==> config.mk <==
export PLATFORM = sky130hd
export DESIGN_NAME = wave_sample_sequencer
export DESIGN_NICKNAME = d
export VERILOG_FILES = /design/src/rtl/gba_sound_pkg.sv /design/src/rtl/wave_volume_scaler.sv /design/src/rtl/wave_sample_sequencer.sv
export SDC_FILE = /design/constraint.sdc
export NUM_CORES = 1
export LEC_CHECK = 0
export ABC_AREA = 1
export BUFFER_PORTS_ARGS = -buffer_cell sky130_fd_sc_hd__buf_4
export CAP_MARGIN = 10
export CORE_AREA = 2 2 112 114
export DETAILED_ROUTE_END_ITERATION = 8
export DIE_AREA = 0 0 114 116
export GPL_TIMING_DRIVEN = 0
export PLACE_DENSITY_LB_ADDON = 0.12
export SETUP_SLACK_MARGIN = 0.1
export SLEW_MARGIN = 0
export SYNTH_ARGS = -nofsm -noshare
export SYNTH_HDL_FRONTEND = slang
export SYNTH_SLANG_ARGS = --single-unit
==> constraint.sdc <==
create_clock -name frequency_timer_clock -period 6.8 [get_ports frequency_timer_clock]
set_input_delay 2.04 -clock frequency_timer_clock [delete_from_list [all_inputs] [get_ports frequency_timer_clock]]
set_output_delay 2.04 -clock frequency_timer_clock [all_outputs]
set_load 0.01 [all_outputs]
==> src/rtl/gba_sound_pkg.sv <==
// Shared types and register bit positions for the GBA sound channels.
package gba_sound_pkg;

    // Wave sequencer playback state.
    typedef enum logic {
        IDLE = 1'b0,
        PLAY = 1'b1
    } wave_seq_state_t;

    // NR32[6:5] volume codes.
    localparam logic [1:0] VOL_MUTE = 2'b00;
    localparam logic [1:0] VOL_100  = 2'b01;
    localparam logic [1:0] VOL_50   = 2'b10;
    localparam logic [1:0] VOL_25   = 2'b11;

    // NR30 bit positions.
    localparam int ENABLE_BIT = 7;
    localparam int BANK_BIT   = 6;
    localparam int DIM_BIT    = 5;

    // NR32 bit positions.
    localparam int FORCE75_BIT = 7;

    // Geometry of one wave RAM bank.
    localparam int BANK_BYTES = 16;
    localparam int BANK_BITS  = BANK_BYTES * 8;

    // Pick the nibble played at a given position: byte pos[4:1],
    // high nibble first for even positions, low nibble for odd ones.
    function automatic logic [3:0] select_nibble(
        input logic [BANK_BITS-1:0] pattern,
        input logic [4:0]           pos
    );
        logic [7:0] byte_value;
        byte_value = pattern[{pos[4:1], 3'b000} +: 8];
        return pos[0] ? byte_value[3:0] : byte_value[7:4];
    endfunction

endpackage

==> src/rtl/wave_volume_scaler.sv <==
// Combinational NR32 output-level scaler for a raw 4-bit wave nibble.
// volume_control is NR32[7:5]: [2] forces 75 %, [1:0] is the volume code.
module wave_volume_scaler
    import gba_sound_pkg::*;
(
    input  logic [3:0] nibble,
    input  logic [2:0] volume_control,
    output logic [3:0] scaled
);

    logic [5:0] triple;

    // 3*n computed as n + 2n so the 75 % level is (3n)>>2 without a multiplier.
    assign triple = {2'b00, nibble} + {1'b0, nibble, 1'b0};

    // Select the output level; the force-75 % bit overrides the volume code.
    // NOTE: every output of a combinational block gets a default first, so no path can infer a latch.
    always_comb begin
        scaled = 4'd0;
        if (volume_control[2]) begin
            scaled = triple[5:2];
        end else begin
            case (volume_control[1:0])
                VOL_MUTE: scaled = 4'd0;
                VOL_100:  scaled = nibble;
                VOL_50:   scaled = {1'b0, nibble[3:1]};
                VOL_25:   scaled = {2'b00, nibble[3:2]};
                default:  scaled = 4'd0;
            endcase
        end
    end

endmodule

==> src/rtl/wave_sample_sequencer.sv <==
// Wave channel playback sequencer: steps through the wave RAM banks one
// nibble per frequency-timer tick, handles 32/64-sample modes, trigger
// restart and channel enable, and registers the volume-scaled sample.
module wave_sample_sequencer
    import gba_sound_pkg::*;
#(
    parameter int SAMPLES_PER_BANK = 32
) (
    input  logic         frequency_timer_clock,
    input  logic         reset,
    input  logic [7:0]   NR30,
    input  logic [7:0]   NR32,
    input  logic         trigger,
    input  logic [127:0] bank0_pattern,
    input  logic [127:0] bank1_pattern,
    output logic [3:0]   sample,
    output logic [4:0]   position,
    output logic         active_bank,
    output logic         wrap,
    output logic         playing
);

    localparam logic [4:0] LAST_POSITION = 5'(SAMPLES_PER_BANK - 1);

    wave_seq_state_t state;
    wave_seq_state_t state_next;

    logic       trigger_q;
    logic       trig_edge;
    logic       enable;
    logic       bank_select;
    logic       dimension;

    logic [3:0] sample_next;
    logic [4:0] position_next;
    logic       active_bank_next;
    logic       wrap_next;

    logic [3:0] raw_nibble;
    logic [3:0] scaled_nibble;

    // Register bits this block does not look at, gathered in one place.
    logic       unused_register_bits;
    assign unused_register_bits = ^{NR30[4:0], NR32[4:0]};

    assign enable      = NR30[ENABLE_BIT];
    assign bank_select = NR30[BANK_BIT];
    assign dimension   = NR30[DIM_BIT];
    assign trig_edge   = trigger & ~trigger_q;
    assign playing     = (state == PLAY);

    // Raw nibble at the current position of the bank being played; pattern
    // writes are seen live because nothing is cached here.
    assign raw_nibble = select_nibble(active_bank ? bank1_pattern : bank0_pattern,
                                      position);

    wave_volume_scaler u_volume_scaler (
        .nibble         (raw_nibble),
        .volume_control (NR32[FORCE75_BIT:5]),
        .scaled         (scaled_nibble)
    );

    // State and output registers; everything clears asynchronously on reset.
    // NOTE: sequential state uses non-blocking assignments so every register samples pre-edge values.
    always_ff @(posedge frequency_timer_clock or posedge reset) begin
        if (reset) begin
            state       <= IDLE;
            trigger_q   <= 1'b0;
            sample      <= 4'd0;
            position    <= 5'd0;
            active_bank <= 1'b0;
            wrap        <= 1'b0;
        end else begin
            state       <= state_next;
            trigger_q   <= trigger;
            sample      <= sample_next;
            position    <= position_next;
            active_bank <= active_bank_next;
            wrap        <= wrap_next;
        end
    end

    // Next-state and next-output logic: disable beats trigger, trigger beats a normal step.
    always_comb begin
        state_next       = state;
        sample_next      = sample;
        position_next    = position;
        active_bank_next = active_bank;
        wrap_next        = 1'b0;

        case (state)
            IDLE: begin
                sample_next   = 4'd0;
                position_next = 5'd0;
                if (enable && trig_edge) begin
                    state_next       = PLAY;
                    active_bank_next = bank_select;
                end
            end

            PLAY: begin
                if (!enable) begin
                    state_next    = IDLE;
                    sample_next   = 4'd0;
                    position_next = 5'd0;
                end else if (trig_edge) begin
                    // Restart wins over a wrap on the same tick; wrap stays low.
                    sample_next      = 4'd0;
                    position_next    = 5'd0;
                    active_bank_next = bank_select;
                end else begin
                    sample_next = scaled_nibble;
                    if (position == LAST_POSITION) begin
                        position_next    = 5'd0;
                        wrap_next        = 1'b1;
                        active_bank_next = dimension ? ~active_bank : bank_select;
                    end else begin
                        position_next = position + 5'd1;
                    end
                end
            end

            default: begin
                state_next    = IDLE;
                sample_next   = 4'd0;
                position_next = 5'd0;
            end
        endcase
    end

endmodule

### Yosys cells after proc, flatten, opt, wreduce, memory -nomap -nowiden

Cells that the tools add are included.

| word-level totals | value |
|---|---|
| register bits after elaboration | 13 |
| input port bits | 275 |
| output and inout bits | 12 |
| logic and storage cells | 47 |

| operators by class | value |
|---|---|
| add/subtract/negate cells | 2 |
| eq/ne operators | 7 |
| shifts and indexed selects | 1 |
| mux-type cells | 24 |
| bitwise gates (word level) | 4 |
| reduce and logical (&&, ||, !) cells | 3 |

Operator list:

| cell | number |
|---|---|
| two-way mux 128 bit | 1 |
| variable part select 128 x 8 -> 8 bit | 1 |
| two-way mux 4 bit | 4 |
| one-hot mux 4 bit (4 select lines) | 1 |
| two-way mux 5 bit | 3 |
| two-way mux 1 bit | 11 |
| one-hot mux 5 bit (2 select lines) | 1 |
| one-hot mux 4 bit (2 select lines) | 1 |
| adder 4 x 5 -> 6 bit | 1 |
| adder 5 x 1 -> 5 bit, second input constant | 1 |
| == test 5 bit, second input constant | 1 |
| == test 2 bit, second input constant | 2 |
| inequality test 2 bit, second input constant | 2 |
| one-hot mux 1 bit (2 select lines) | 2 |
| inequality test 3 x 1 -> 1 bit, second input constant | 1 |
| NOT 1 bit | 3 |
| AND reduction 3 bit | 1 |
| == test 2 x 1 -> 1 bit, second input constant | 1 |
| logical NOT 2 bit | 1 |
| AND 1 bit | 1 |
| logical AND 1 bit | 1 |

### Logic depth before layout (Yosys ltp)

| depth | value |
|---|---|
| depth in word-level cells | 8 |
| depth in mapped cells | 20 |
| gate-level depth less buffers | 17 |

### Hierarchy

From an unflattened synthesis, not the netlist that was laid out.

| second synthesis, totals | value |
|---|---|
| cell total of the unflattened synthesis | 705 |
| area, all modules | 3340.7 um^2 |

By module, submodules not included:

| module | times used | cells an instance | area each (um^2) | sequential area each (um^2) |
|---|---|---|---|---|
| wave_sample_sequencer | 1 | 661 | 3089.2 | 325.3 |
| wave_volume_scaler | 1 | 44 | 251.5 | 0.0 |

### Worst setup path after synthesis

No wires, ideal clock.

| timing path | value |
|---|---|
| path type | input-to-reg |
| start point | input bank0_pattern[106] |
| end point | register sample[2] |
| library setup time | 115 ps |
| data arrival time | 3448 ps |
| required time | 6685 ps |
| slack | 3237 ps |
| stages | 16 |
| buffers on the path | 0 |
| cells stage by stage | o21ai_0 o22ai_1 nand2_1 nand2_1 nand2_1 nand3_1 nand3_1 nand2_2 inv_1 ha_1 nor2_1 nand3_1 nand3_1 nand2_1 nor2_1 nor2_1 |

| on the way | value |
|---|---|
| cells in the longest elaborated chain, start to end | 8 |
| elaborated cells between the ends (all ways) | 9 |
| classes of those cells | 1 x add/sub; 1 x shift; 7 x mux |

RTL lines:

| item | line | text |
|---|---|---|
| from (decl) | wave_sample_sequencer.sv:14 | `input logic [127:0] bank0_pattern,` |
| two-way mux 128 bit * | wave_sample_sequencer.sv:54 | `assign raw_nibble = select_nibble(active_bank ? bank1_pattern : bank0_pattern,` |
| variable part select 128 x 8 -> 8 bit * | gba_sound_pkg.sv:35 | `byte_value = pattern[{pos[4:1], 3'b000} +: 8];` |
| two-way mux 4 bit * | gba_sound_pkg.sv:36 | `return pos[0] ? byte_value[3:0] : byte_value[7:4];` |
| adder 4 x 5 -> 6 bit / one-hot mux 4 bit (4 select lines) (equally long branches) | wave_volume_scaler.sv:14, wave_volume_scaler.sv:23 |  |
| two-way mux 4 bit * | wave_volume_scaler.sv:20 | `if (volume_control[2]) begin` |
| two-way mux 4 bit * | wave_sample_sequencer.sv:106 | `end else if (trig_edge) begin` |
| two-way mux 4 bit * | wave_sample_sequencer.sv:102 | `if (!enable) begin` |
| one-hot mux 4 bit (2 select lines) * | wave_sample_sequencer.sv:91 | `case (state)` |
| net sample_next[2] | wave_sample_sequencer.sv:34 | `logic [3:0] sample_next;` |
| to (signal assigned) | wave_sample_sequencer.sv:76 | `sample <= sample_next;` |
| to (decl) | wave_sample_sequencer.sv:16 | `output logic [3:0] sample,` |

Mark *: on every way through the listed nets, which the timed path passes. The rest lies on a longest branch.
A chain may end at the register's enable or synchronous reset.

### Final worst setup path

| timing path | value |
|---|---|
| start point | input bank0_pattern[30] |
| end point | register sample[2] |

The elaborated chain is that of the path after synthesis.

==> metrics.log <==
[metrics] final antenna-violating net count: 0
[metrics] CTS tree: yes
[metrics] number of standard cells in the final layout excluding fillers: 1095
[metrics] DR WL/cell: 17.1 µm
[metrics] IO buf count: 276
[metrics] maximum clock frequency: 261 MHz
[metrics] Die Width: 114 µm
[metrics] via/cell ratio: 5.04
[metrics] classification of the worst-slack hold path: register to register
[metrics] Layout fillers: 1434
[metrics] number of different library cells in the post-synthesis netlist: 26
[metrics] Final Hold Slack: 540 ps
[metrics] detailed-placement wirelength estimate: 14900 µm
[metrics] MaxCap Viol Count: 0
[metrics] latest clock arrival within the worst-skew pair: 240 ps
[metrics] initial antenna violation count: 0
[metrics] first-iteration detailed-routing DRC count: 438
[metrics] power density of the placed cells: 120 nW/µm²
[metrics] cell mode on critical path: sky130_fd_sc_hd__nand2_1
[metrics] worst clock skew on the final layout: 1.06 ps
[metrics] transition time at the pin with the least slew margin: 683 ps
[metrics] most area-consuming cells after synthesis: sky130_fd_sc_hd__nand2_1 30%, sky130_fd_sc_hd__nand3_1 24%, sky130_fd_sc_hd__dfrtp_1 9.7%
[metrics] CP max stage delay: 320 ps
[metrics] max-slew violation total from the final report: 0
[metrics] Antenna diodes: 0
[metrics] total negative slack: 0 ps
[metrics] area of the mapped netlist: 3350 µm²
[metrics] Core Util, Final: 47.8%
[metrics] count of unresolved DRC violations after routing: 0
[metrics] placeable core area: 11900 µm²
[metrics] number of nets at the end of the flow: 1230
[metrics] first-pass GRT wire length: 27800 µm
[metrics] number of synthesis warnings: 0
[metrics] post-placement setup slack: 2710 ps
[metrics] placed insts: 1091
[metrics] Post-synth ARST share: 100%
[metrics] Total Routing Usage GR: 26.8%
[metrics] RD Place Congestion: 0.928
[metrics] number of rows in the core area: 40
[metrics] syn avg cell area: 5.02 µm²
[metrics] Rel. slew slack: 54.4%
[metrics] growth of design area from synthesis to finish: 69.6%
[metrics] portion of the post-synthesis area used by sequential elements: 9.70%
[metrics] arrival time reported for the critical path endpoint: 3950 ps
[metrics] vias in the first global route: 5191
[metrics] crit end category: register
[metrics] count of endpoints failing setup in the final report: 0
[metrics] PostCTS Resize Cnt: 0
[metrics] RSZ-0062 raised after global routing: no
[metrics] largest net degree at the start of global routing: 14
[metrics] die outline area: 13200 µm²
[metrics] CTS clk-pin slew, worst paths: 40 ps
[metrics] number of synthesized register bits: 13
[metrics] Required @ worst endpoint: 6930 ps
[metrics] count of flip-flops with a built-in enable after synthesis: 0
[metrics] cell taking the most area after synthesis: sky130_fd_sc_hd__nand2_1
[metrics] Static Leak: 3.08 nW
[metrics] TritonCTS Sinks: 13
[metrics] share of final-layout standard cells stronger than drive strength 1: 34.8%
[metrics] Worst Slack Setup Final: 2970 ps
[metrics] H-tree levels: 1
[metrics] maximum fanout along the worst path: 6
[metrics] CP max stage cell: sky130_fd_sc_hd__o22ai_1
[metrics] outcome: finished, final reports clean
[metrics] Final Critical Period: 3830 ps
[metrics] number of buffers on the longest clock path: 2
[metrics] area share of the largest cell type after synthesis: 30.0%
[metrics] Congestion Overflow GR: 0
[metrics] sequence of cells on the critical path: buf_4 > o21ai_0 > o22ai_1 > nand2_1 > nand2_1 > nand2_1 > nand3_1 > nand3_1 > nand2_2 > inv_1 > ha_1 > inv_1 > a21oi_1 > a21oi_1 > nor2_1 > nor2_1
[metrics] instance count of the mapped netlist: 668
[metrics] cell with the most instances after synthesis: sky130_fd_sc_hd__nand2_1
[metrics] Detailed Routing Iterations Pass 1: 5
[metrics] num ports: 287
[metrics] Initial Util: 28.2%
[metrics] number of CTS-inserted buffers: 3
[metrics] top post-synthesis cells by count: 268 x sky130_fd_sc_hd__nand2_1, 163 x sky130_fd_sc_hd__nand3_1, 53 x sky130_fd_sc_hd__nor2_1, 36 x sky130_fd_sc_hd__o21ai_0, 23 x sky130_fd_sc_hd__buf_2
[metrics] Final Hold Viols: 0
[metrics] sort of element at the start of the critical path: input pin
[metrics] post-CTS setup-driven buffer insertion count: 0
[metrics] synthesized netlist net count: 949
[metrics] total number of vias: 5518
[metrics] total detailed-routing wirelength: 18700 µm
[metrics] type of the worst setup path: input pin to register
[metrics] Final period util: 56.3%
[metrics] cell chosen for the clock root: sky130_fd_sc_hd__clkbuf_16
[metrics] height of the die: 116 µm
[metrics] Worst IR Drop VDD: 0.000108 V
[metrics] number of buffers inserted for hold repair after clock tree synthesis: 0
[metrics] dominant synthesized flop cell: sky130_fd_sc_hd__dfrtp_1
==> critical path: cells and delay by family <==
kind            cells  cell delay [ps]
compound gates      4              670
buf+inv             3              230
simple gates        8              700
fa+ha+maj           1              320
==> cell families (layout without fill, tap and decap cells) <==
| family | count (synthesis) | in the layout | synth area share (%) |
|---|---|---|---|
| simple gates | 492 | 492 | 61.7 |
| compound gates | 78 | 78 | 12.5 |
| buf+inv | 78 | 358 | 13.4 |
| flops | 13 | 13 | 9.70 |
| fa+ha+maj | 6 | 6 | 2.46 |
| xor+xnor | 1 | 1 | 0.261 |
==> final cells by class <==
cell class,instances,area [µm²],share of cell area (%)
Buffer,53,352,6.18
Clock buffer,4,78.8,1.39
Inverter,25,98.8,1.74
Multi-Input combinational cell,577,2580,45.3
Sequential cell,13,325,5.72
Tap cell,147,184,3.23
Timing Repair Buffer,276,2070,36.4
==> path summary, 6_finish.rpt <==
path                                       start                   to  slack [ps]  cells past startpoint
max                            bank0_pattern[30]  sample[2]$_DFF_PP0_        2970                     16
max in group asynchronous                  reset  sample[0]$_DFF_PP0_        4660                      2
max reg2reg                position[2]$_DFF_PP0_  sample[2]$_DFF_PP0_        3930                     15
min in group asynchronous                  reset       wrap$_DFF_PP0_        1820                      2
min                          trigger_q$_DFF_PP0_       wrap$_DFF_PP0_         540                      2
min reg2reg                  trigger_q$_DFF_PP0_       wrap$_DFF_PP0_         540                      2
==> through the flow <==
stage	area, µm²	total power [mW]
after floorplan	3350	0.354
after global placement	5610	0.570
after detailed placement	5610	0.572
after CTS	5690	0.683
after global routing	5690	0.746
final	5690	0.683
==> state kept, by name, indices dropped and copies added (netlist names) <==
signal,count
sample,4
wrap,1
position,5
playing,1
active_bank,1
trigger_q,1
==> where the power goes <==
part / internal, mW / switching (mW)
registers: 0.0807 / 0.00253
logic: 0.226 / 0.266
clock network: 0.0788 / 0.0291
total: 0.385 / 0.298
==> metal layers <==
metal,vias to the layer above,part of all wire [%],GRT usage [%],wire (µm)
li1,2761,-,-,-
met4,0,2.8,6.59,524
met5,-,0,0,0
met2,261,47,46.8,8800
met1,2464,42,35.1,7880
met3,32,7.9,3.40,1470
==> placed cells by master (no fill, tap or decap), drive strengths merged, types with 2 or more instances in the layout <==
master / Yosys / routed
buf: 45 / 321
nand2: 270 / 270
nand3: 163 / 163
nor2: 53 / 53
o21ai: 46 / 46
inv: 25 / 25
o22ai: 16 / 16
a21oi: 13 / 13
dfrtp: 13 / 13
clkbuf: 8 / 12
ha: 5 / 5
nor3: 2 / 2
o211ai: 2 / 2
Power figures use the tool's default switching activity.
